==> config.mk <==
export PLATFORM = sky130hd
export DESIGN_NAME = branch_resolve
export DESIGN_NICKNAME = d
export VERILOG_FILES = /design/src/rtl/br_pkg.sv /design/src/rtl/br_pred_queue.sv /design/src/rtl/branch_resolve.sv
export SDC_FILE = /design/constraint.sdc
export NUM_CORES = 1
export LEC_CHECK = 0
export BUFFER_PORTS_ARGS = -buffer_cell sky130_fd_sc_hd__buf_4
export CAP_MARGIN = 10
export CORE_ASPECT_RATIO = 0.9
export CORE_UTILIZATION = 34
export CTS_BUF_LIST = sky130_fd_sc_hd__clkbuf_2 sky130_fd_sc_hd__clkbuf_4 sky130_fd_sc_hd__clkbuf_8
export DETAILED_ROUTE_END_ITERATION = 7
export GPL_ROUTABILITY_DRIVEN = 0
export PLACE_DENSITY_LB_ADDON = 0.2
export SLEW_MARGIN = 5
export SYNTH_ARGS = -nofsm -noshare
export SYNTH_HDL_FRONTEND = slang
export SYNTH_SLANG_ARGS = --single-unit
==> constraint.sdc <==
create_clock -name CLK -period 9.3 [get_ports CLK]
set_clock_uncertainty 0.15 [all_clocks]
set_input_delay 2.79 -clock CLK [delete_from_list [all_inputs] [get_ports CLK]]
set_output_delay 2.79 -clock CLK [all_outputs]
set_load 0.03 [all_outputs]
==> src/rtl/br_pkg.sv <==
// Shared types and constants for the execute-stage branch resolution unit.
// Provides the prediction-queue entry layout, FSM encodings, the sequential
// pc increment and a next-pc helper used for both predicted and actual paths.
package br_pkg;

  localparam int unsigned XLEN = 32;

  localparam logic [XLEN-1:0] PC_INC = 32'd4;

  // FSM encoding
  localparam logic [0:0] ST_RUN   = 1'b0;
  localparam logic [0:0] ST_FLUSH = 1'b1;

  // One buffered prediction: fetched pc, predicted direction, predicted target
  typedef struct packed {
    logic [XLEN-1:0] pc;
    logic            bp_taken;
    logic [XLEN-1:0] bp_pc;
  } pq_entry_t;

  // Next pc for a given direction; the fall-through wraps mod 2^32
  function automatic logic [XLEN-1:0] next_pc(input logic            taken,
                                              input logic [XLEN-1:0] target,
                                              input logic [XLEN-1:0] pc);
    return taken ? target : XLEN'(pc + PC_INC);
  endfunction

endpackage

==> src/rtl/br_pred_queue.sv <==
// In-order prediction queue: synchronous FIFO with push, pop, sync clear and
// a combinational head read. Pointers carry one extra wrap bit so full and
// empty are told apart without an occupancy counter.
// Ports:
//   CLK, RSTN            clock, async active-low reset
//   push, push_data      write one entry (ignored when full)
//   pop                  drop the head entry (ignored when empty)
//   clear                discard all entries; wins over push/pop
//   full, empty          occupancy flags
//   head                 oldest entry (undefined when empty)
module br_pred_queue
  import br_pkg::*;
#(
  parameter int unsigned PQ_DEPTH = 4,
  parameter int unsigned PQ_AW    = 2
) (
  input  logic      CLK,
  input  logic      RSTN,
  input  logic      push,
  input  pq_entry_t push_data,
  input  logic      pop,
  input  logic      clear,
  output logic      full,
  output logic      empty,
  output pq_entry_t head
);

  localparam int unsigned PW = PQ_AW + 1;

  pq_entry_t       mem [PQ_DEPTH];
  logic [PW-1:0]   wr_ptr;
  logic [PW-1:0]   rd_ptr;
  logic            do_push;
  logic            do_pop;

  // Occupancy flags and guarded push/pop
  always_comb begin
    empty   = (wr_ptr == rd_ptr);
    full    = (wr_ptr[PQ_AW] != rd_ptr[PQ_AW]) &&
              (wr_ptr[PQ_AW-1:0] == rd_ptr[PQ_AW-1:0]);
    do_push = push & ~full & ~clear;
    do_pop  = pop & ~empty & ~clear;
    head    = mem[rd_ptr[PQ_AW-1:0]];
  end

  // Pointer update
  always_ff @(posedge CLK or negedge RSTN) begin
    if (!RSTN) begin
      wr_ptr <= '0;
      rd_ptr <= '0;
    end else if (clear) begin
      wr_ptr <= '0;
      rd_ptr <= '0;
    end else begin
      if (do_push) wr_ptr <= wr_ptr + PW'(1);
      if (do_pop)  rd_ptr <= rd_ptr + PW'(1);
    end
  end

  // Entry storage; contents are only meaningful behind valid pointers
  always_ff @(posedge CLK) begin
    if (do_push) mem[wr_ptr[PQ_AW-1:0]] <= push_data;
  end

endmodule

==> src/rtl/branch_resolve.sv <==
// Execute-stage branch resolution. Buffers each fetched prediction, checks the
// oldest one against the real outcome when an instruction leaves execute, and
// drives the registered predictor update plus a flush/redirect on mismatch.
// Ports:
//   CLK, RSTN                       clock, async active-low reset
//   if_vld/if_pc/if_bp_taken/if_bp_pc  fetched instruction + prediction
//   if_ready                        queue can accept this cycle
//   ex_vld/ex_pc/ex_is_*/ex_taken/ex_target  resolved instruction
//   alu_*                           registered predictor update / flush
//   redirect_pc                     correct next pc, valid with alu_flush
//   branch_cnt, miss_cnt            saturating statistics
//   pq_err                          sticky: resolve seen with empty queue
module branch_resolve
  import br_pkg::*;
#(
  parameter int unsigned PQ_DEPTH  = 4,
  parameter int unsigned PQ_AW     = 2,
  parameter int unsigned CNT_WIDTH = 16
) (
  input  logic                 CLK,
  input  logic                 RSTN,
  input  logic                 if_vld,
  input  logic [31:0]          if_pc,
  input  logic                 if_bp_taken,
  input  logic [31:0]          if_bp_pc,
  output logic                 if_ready,
  input  logic                 ex_vld,
  input  logic [31:0]          ex_pc,
  input  logic                 ex_is_branch,
  input  logic                 ex_is_call,
  input  logic                 ex_is_return,
  input  logic                 ex_taken,
  input  logic [31:0]          ex_target,
  output logic                 alu_branch,
  output logic                 alu_call,
  output logic                 alu_return,
  output logic                 alu_taken,
  output logic                 alu_flush,
  output logic [31:0]          alu_target,
  output logic [31:0]          alu_pc,
  output logic [31:0]          redirect_pc,
  output logic [CNT_WIDTH-1:0] branch_cnt,
  output logic [CNT_WIDTH-1:0] miss_cnt,
  output logic                 pq_err
);

  logic [0:0]  state_q;
  logic [0:0]  state_d;
  logic        pq_full;
  logic        pq_empty;
  pq_entry_t   pq_head;
  pq_entry_t   pq_wdata;
  logic        pq_push;
  logic        pq_pop;
  logic        ex_accept;
  logic        head_chk;
  logic        mismatch;
  logic [31:0] act_next;
  logic [31:0] pred_next;

  // Head compare and queue control; wrong-path traffic is ignored in FLUSH
  always_comb begin
    ex_accept = ex_vld & (state_q == ST_RUN);
    head_chk  = ex_accept & ~pq_empty;
    act_next  = next_pc(ex_is_branch & ex_taken, ex_target, ex_pc);
    pred_next = next_pc(pq_head.bp_taken, pq_head.bp_pc, pq_head.pc);
    mismatch  = head_chk & ((pq_head.pc != ex_pc) | (pred_next != act_next));
    if_ready  = ~pq_full & (state_q == ST_RUN);
    pq_push   = if_vld & if_ready;
    pq_pop    = head_chk & ~mismatch;
    pq_wdata  = '{pc: if_pc, bp_taken: if_bp_taken, bp_pc: if_bp_pc};
  end

  br_pred_queue #(
    .PQ_DEPTH (PQ_DEPTH),
    .PQ_AW    (PQ_AW)
  ) u_pq (
    .CLK       (CLK),
    .RSTN      (RSTN),
    .push      (pq_push),
    .push_data (pq_wdata),
    .pop       (pq_pop),
    .clear     (mismatch),
    .full      (pq_full),
    .empty     (pq_empty),
    .head      (pq_head)
  );

  // FSM state register
  always_ff @(posedge CLK or negedge RSTN) begin
    if (!RSTN) state_q <= ST_RUN;
    else       state_q <= state_d;
  end

  // FSM next state: FLUSH lasts exactly one cycle
  always_comb begin
    state_d = state_q;
    case (state_q)
      ST_RUN:   if (mismatch) state_d = ST_FLUSH;
      ST_FLUSH: state_d = ST_RUN;
      default:  state_d = ST_RUN;
    endcase
  end

  // Registered predictor update; strobes pulse, data fields hold
  always_ff @(posedge CLK or negedge RSTN) begin
    if (!RSTN) begin
      alu_branch  <= 1'b0;
      alu_call    <= 1'b0;
      alu_return  <= 1'b0;
      alu_taken   <= 1'b0;
      alu_flush   <= 1'b0;
      alu_target  <= '0;
      alu_pc      <= '0;
      redirect_pc <= '0;
    end else begin
      alu_branch <= 1'b0;
      alu_call   <= 1'b0;
      alu_return <= 1'b0;
      alu_taken  <= 1'b0;
      alu_flush  <= 1'b0;
      if (ex_accept) begin
        alu_branch  <= ex_is_branch;
        alu_call    <= ex_is_branch & ex_is_call;
        alu_return  <= ex_is_branch & ex_is_return;
        alu_taken   <= ex_is_branch & ex_taken;
        alu_flush   <= mismatch;
        alu_target  <= ex_target;
        alu_pc      <= ex_pc;
        redirect_pc <= act_next;
      end
    end
  end

  // Saturating statistics and sticky underflow flag
  always_ff @(posedge CLK or negedge RSTN) begin
    if (!RSTN) begin
      branch_cnt <= '0;
      miss_cnt   <= '0;
      pq_err     <= 1'b0;
    end else begin
      if (ex_accept && ex_is_branch && (branch_cnt != '1))
        branch_cnt <= branch_cnt + CNT_WIDTH'(1);
      if (mismatch && (miss_cnt != '1))
        miss_cnt <= miss_cnt + CNT_WIDTH'(1);
      if (ex_accept && pq_empty)
        pq_err <= 1'b1;
    end
  end

endmodule

; ---- Yosys cells after proc, flatten, opt, wreduce, memory -nomap -nowiden
; Memory sizes are Yosys's and may differ from the RTL's.
; Index checks and enable logic that the tools add are counted.
[op_classes]
addsub = 6
n_eq_ne = 7
muxes = 15
n_bitwise = 18
n_reduce_logical = 7
[op_table]
columns = operator, count
row1 = $add 32x3->32 const B, 2
row2 = $mux 32, 2
row3 = $ne 32x32->1, 2
row4 = $add 16x1->16 const B, 2
row5 = $ne 16x16->1 const B, 2
row6 = $and 1x1->1, 13
row7 = $mux 3, 4
row8 = $mux 1, 8
row9 = $add 3x1->3 const B, 2
row10 = $logic_and 1x1->1, 5
row11 = $not 1->1, 4
row12 = $reduce_bool 2->1, 2
row13 = $eq 3x3->1, 1
row14 = $eq 2x2->1, 1
row15 = $pmux 1 s2, 1
row16 = $ne 1x1->1, 1
row17 = $or 1x1->1, 1
[totals]
register_bits = 141
ramBits = 260
inputBits = 137
word_cells = 68
mem_count = 1
[mem_list]
columns = name, depth, width, read_ports, rd_clocked_by_memory_dff, write_ports, line
row1 = u_pq.mem, 4, 65, 1, 0, 1, br_pred_queue.sv:30  ; pq_entry_t mem [PQ_DEPTH];

; ---- Logic depth before layout (Yosys ltp)
; An unclocked memory read counts as a cell.
[depth]
ltp_word = 12
mapped_depth = 18
ltp_nobuf = 12

; ---- Modules after synthesis
; From an unflattened synthesis, not the netlist that was laid out.
[hier_totals]
hier_cells = 1356
hier_area_um2 = 17914.7
[modules_own_cells]
columns = mod, instances, cells_per_inst, area_per_inst_um2, seq_area_each_um2
row1 = br_pred_queue, 1, 404, 9942.0, 7957.6
row2 = branch_resolve, 1, 952, 7972.6, 3378.2

; ---- Worst setup path before layout
; Ideal clock, no wire load.
[synth_path]
path_type = input port to flip-flop
start = input ex_pc[11]
end = memory u_pq.mem[3][0] (netlist bit), enable pin
t_arrival_ns = 8.877
required_ns = 8.640
slack_ns = -0.237
cell_stages = 13
path_buffers = 3
path_cell_list = clkbuf_2 -> nand4_1 -> or4_1 -> clkbuf_1 -> or4_1 -> a31o_2 -> nand3_1 -> a21boi_1 -> or4_4 -> nor4_4 -> nand4_4 -> buf_4 -> a21oi_1
[synth_between]
elab_chain_cells = 9
elab_cells_between_ends = 10
cone_classes = add/sub: 1 / eq/ne: 2 / mux: 3 / bitwise: 4
[synth_rtl]
columns = element, line
row1 = "start, declared", branch_resolve.sv:28  ; input logic [31:0] ex_pc,
row2 = $add 32x3->32, br_pkg.sv:25  ; return taken ? target : XLEN'(pc + PC_INC);
row3 = $mux 32, br_pkg.sv:25
row4 = $ne 32x32->1, branch_resolve.sv:67  ; mismatch = head_chk & ((pq_head.pc != ex_pc) | (pred_next != act_next));
row5 = $or 1x1->1 *, branch_resolve.sv:67
row6 = $and 1x1->1 *, branch_resolve.sv:67
row7 = $not 1->1 *, br_pred_queue.sv:41  ; do_push = push & ~full & ~clear;
row8 = $and 1x1->1 *, br_pred_queue.sv:41
row9 = $mux 1 *, br_pred_queue.sv:62  ; if (do_push) mem[wr_ptr[PQ_AW-1:0]] <= push_data;
row10 = $mux 1 (implied by the code) *, br_pred_queue.sv:62
row11 = "end, declared", br_pred_queue.sv:30
; Mark *: on every way between the ends. The rest lies on a longest branch, timed or not.

; ---- Worst setup path after layout
[layout_path]
start = input ex_pc[5]
end = memory u_pq.mem[1][60] (netlist bit), enable pin
; The elaborated chain is that of the path after synthesis.

==> run_results.csv <==
group,metric,value,unit
floorplanning,core_area,52100,µm²
synth,synthFlopType,"edfxtp_1",
sta,hold_viol,0,
final_layout,finalNetCount,1796,
power_and_ir_drop,swShare,34.8,%
sta,timing.fmax,137,MHz
synth,yosysUniqueCellTypes,74,
cts,cts_root_buf,"clkbuf_8",
setup_path,endpoint_kind,"flop",
sta,finalSetupTns,0,ps
synth,syn-num-nets,1504,
flow_run,cap_violations,0,
drt,ant_nets,0,
final_layout,layout.cells.most_common,"nand2_1",
sta,period_needed,7310,ps
drt,drt-initial-drc-count,1111,
synth,synth_edf_count,260,
place,dp_hpwl,38.5,mm
power_and_ir_drop,clockPowerShare,27.8,%
synth,async_flop_share,35.2,%
synth,synth-seq-cells,401,
sta,worstMarginPinSlew,967,ps
cts,clk_pin_slew_worst_paths,50,ps
drt,drt-total-wl,53.8,mm
power_and_ir_drop,p_leak,8.68,nW
cts,cts.htree.levels,3,
sta,finalMaxSlewViolations,0,
place,numPortBuffers,271,
floorplanning,die_w,245,µm
global_route,grt_overflow,0,
drt,drc,0,
cts,cts_made_buffers,70,
sta,min_period_over_period,78.6,%
global_route,grt_usage,19.7,%
sta,setup-violations-final,0,
final_layout,seq_area,11300,µm²
cts,worstSkewPairLatency,650,ps
setup_path,slowest_delay,740,ps
drt,dr.pass1.iters,5,
setup_path,critical_path_required,9480,ps
synth,synth_warnings,0,
place,dpl_cell_area,20900,µm²
global_route,antenna_found_initial,4,
global_route,first_global_vias,11972,
final_layout,areaGrowthSynthToFinish,23.0,%
setup_path,cp-start-kind,"input port",
drt,via_per_inst,5.19,
cts,cts_tree,"built",
final_layout,multiInputGateArea,6370,µm²
status,outcome,"completed",
synth,postSynthCellCount,1358,
cts,clock_path_buffers,3,
synth,ys_seq_area_share,62.7,%
power_and_ir_drop,seq_power_share,42.8,%
cts,cts_resized,0,
drt,num_vias,12380,
setup_path,critPathKind,"input port to flop",
floorplanning,fp.dieArea,54100,µm²
cts,ctsHoldBuffers,0,
power_and_ir_drop,pwr-share-comb,29.4,%
setup_path,cp.arrival,7500,ps
global_route,grt_max_degree,95,
setup_path,crit_chain,"buf_4 -> nand4_1 -> or4_1 -> or4_1 -> a31oi_1 -> xnor2_1 -> a31oi_1 -> a2111oi_2 -> o2111a_2 -> nand4_4 -> nand2_1 -> and3_2 -> buf_12",
cts,clock_sinks,401,
synth,syn-mean-instance-area,13.3,µm²
final_layout,layout_common_cells,"nand2_1, buf_4, edfxtp_1",
setup_path,path_max_fanout,25,
final_layout,drive_gt1_share,28.8,%
global_route,grt_first_pass_wirelength,78.0,mm
setup_path,cpMaxStageDelayCell,"or4_1",
drt,routedWlPerCell,22.5,µm
power_and_ir_drop,internal_power,0.00372,W
cts,post_cts_buffers,0,
floorplanning,ios,272,
synth,mappedNetlistArea,18100,µm²
sta,rsz0062_at_grt,"false",
final_layout,post-route-cell-area,22200,µm²
sta,slew-limit-headroom,35.5,%
hold_path,timing.hold.worst.class,"flop to flop",
final_layout,fill_cells,4855,
floorplanning,rows,79,
power_and_ir_drop,power_density,257,nW/µm²
floorplanning,die_h,221,µm
power_and_ir_drop,p_switching,0.00198,W
floorplanning,start_util,34.7,%
power_and_ir_drop,ir_drop,0.000136,V
-- cells by family after synthesis --
| kind of cell | Yosys count | share of synthesized area [%] |
|---|---|---|
| flip-flops | 401 | 62.7 |
| adder cells (fa/ha/maj) | 9 | 0.623 |
| AO/OA/AOI/OAI | 119 | 4.28 |
| XOR/XNOR | 137 | 6.68 |
| multiplexers | 92 | 9.82 |
| AND/OR/NAND/NOR | 518 | 13.7 |
| buffers and inverters | 82 | 2.21 |
-- worst max-delay path, delay by kind of cell --
family                    cells  cell delay (ps)
AOI/OAI and AO/OA             4             1120
xor gates and xnor gates      1              180
buffers and inverters         2              440
and+or+nand+nor               6             2910
-- flip-flops by register name (all words and copies together) (netlist names), 3 cells and up --
name,flops
u_pq.rd_ptr,3
branch_cnt,16
alu_pc,32
redirect_pc,32
alu_target,32
miss_cnt,16
u_pq.mem,260
u_pq.wr_ptr,3
-- cells in the mapped netlist (all sizes together) (3+ instances only) --
cell	instances	share of area (%)
nand2	287	6.0
edfxtp	260	43
dfrtp	141	20
xnor2	96	4.7
mux4	65	8.3
nor2	49	1.0
clkbuf	45	0.95
o21ai	45	1.2
nand4	42	1.6
xor2	41	2.0
nand3	36	1.1
and3	24	0.83
buf	23	0.97
mux2i	22	1.2
nor4	17	0.71
a21oi	15	0.42
a31oi	14	0.48
inv	14	0.29
and4	12	0.58
nor3	12	0.36
or4	12	0.56
ha	9	0.62
o31ai	9	0.37
and2	6	0.21
or3	6	0.21
mux2	5	0.31
nand2b	5	0.17
a21o	4	0.17
a31o	4	0.19
o221ai	3	0.15
o22ai	3	0.10
-- stage by stage --
stage	cells	setup WS [ps]	hold slack, ps	util, %	power, W
4_1_cts	2384	2090	328	42.7	0.00578
6_report	2386	1990	321	42.7	0.00571
3_5_place_dp	2266	1410	314	40.1	0.00417
5_1_grt	2384	1750	340	42.7	0.00598
2_1_floorplan	1358	1230	343	-	0.00344
3_3_place_gp	2266	1470	304	40.1	0.00415
-- power groups by stage --
| stage | clock [W] | combinational (W) | sequential (W) |
|---|---|---|---|
| floorplan | 0 | 0.000626 | 0.00282 |
| global placement | 0 | 0.00169 | 0.00247 |
| detailed placement | 0 | 0.00169 | 0.00248 |
| CTS | 0.00164 | 0.00170 | 0.00245 |
| global route | 0.00171 | 0.00179 | 0.00248 |
| finish | 0.00158 | 0.00168 | 0.00244 |
-- routing by layer --
metal,part of all wire [%],vias to the layer above,global-route usage [%]
li1,-,5605,-
met1,44,6172,27.4
met2,46,507,30.4
met3,7.6,96,4.80
met4,2.4,0,6.17
met5,0,-,0
-- worst paths after layout --
check                      cells past startpoint                       start  slack [ps]                    endpoint
max                                           13                    ex_pc[5]        1990   u_pq.mem[1][60]$_DFFE_PP_
min                                            2      alu_pc[25]$_DFFE_PN0P_         320      alu_pc[25]$_DFFE_PN0P_
max reg2reg                                   14  u_pq.rd_ptr[0]$_DFFE_PN0P_        2880   u_pq.mem[1][60]$_DFFE_PP_
min reg2reg                                    2      alu_pc[25]$_DFFE_PN0P_         320      alu_pc[25]$_DFFE_PN0P_
max in group asynchronous                      2                        RSTN        5600       alu_pc[1]$_DFFE_PN0P_
min in group asynchronous                      1                        RSTN        2060  alu_target[27]$_DFFE_PN0P_
-- layout make-up --
cell class                      instances  share of cell area (%)
Antenna cell                            2                  0.0225
Tap cell                              688                    3.87
Inverter                               14                   0.236
Multi-Input combinational cell        875                    28.7
Sequential cell                       401                    51.0
Timing Repair Buffer                  288                    10.1
Clock inverter                         21                   0.704
Clock buffer                           97                    5.39
No activity file was read; power rests on OpenSTA's default activity.
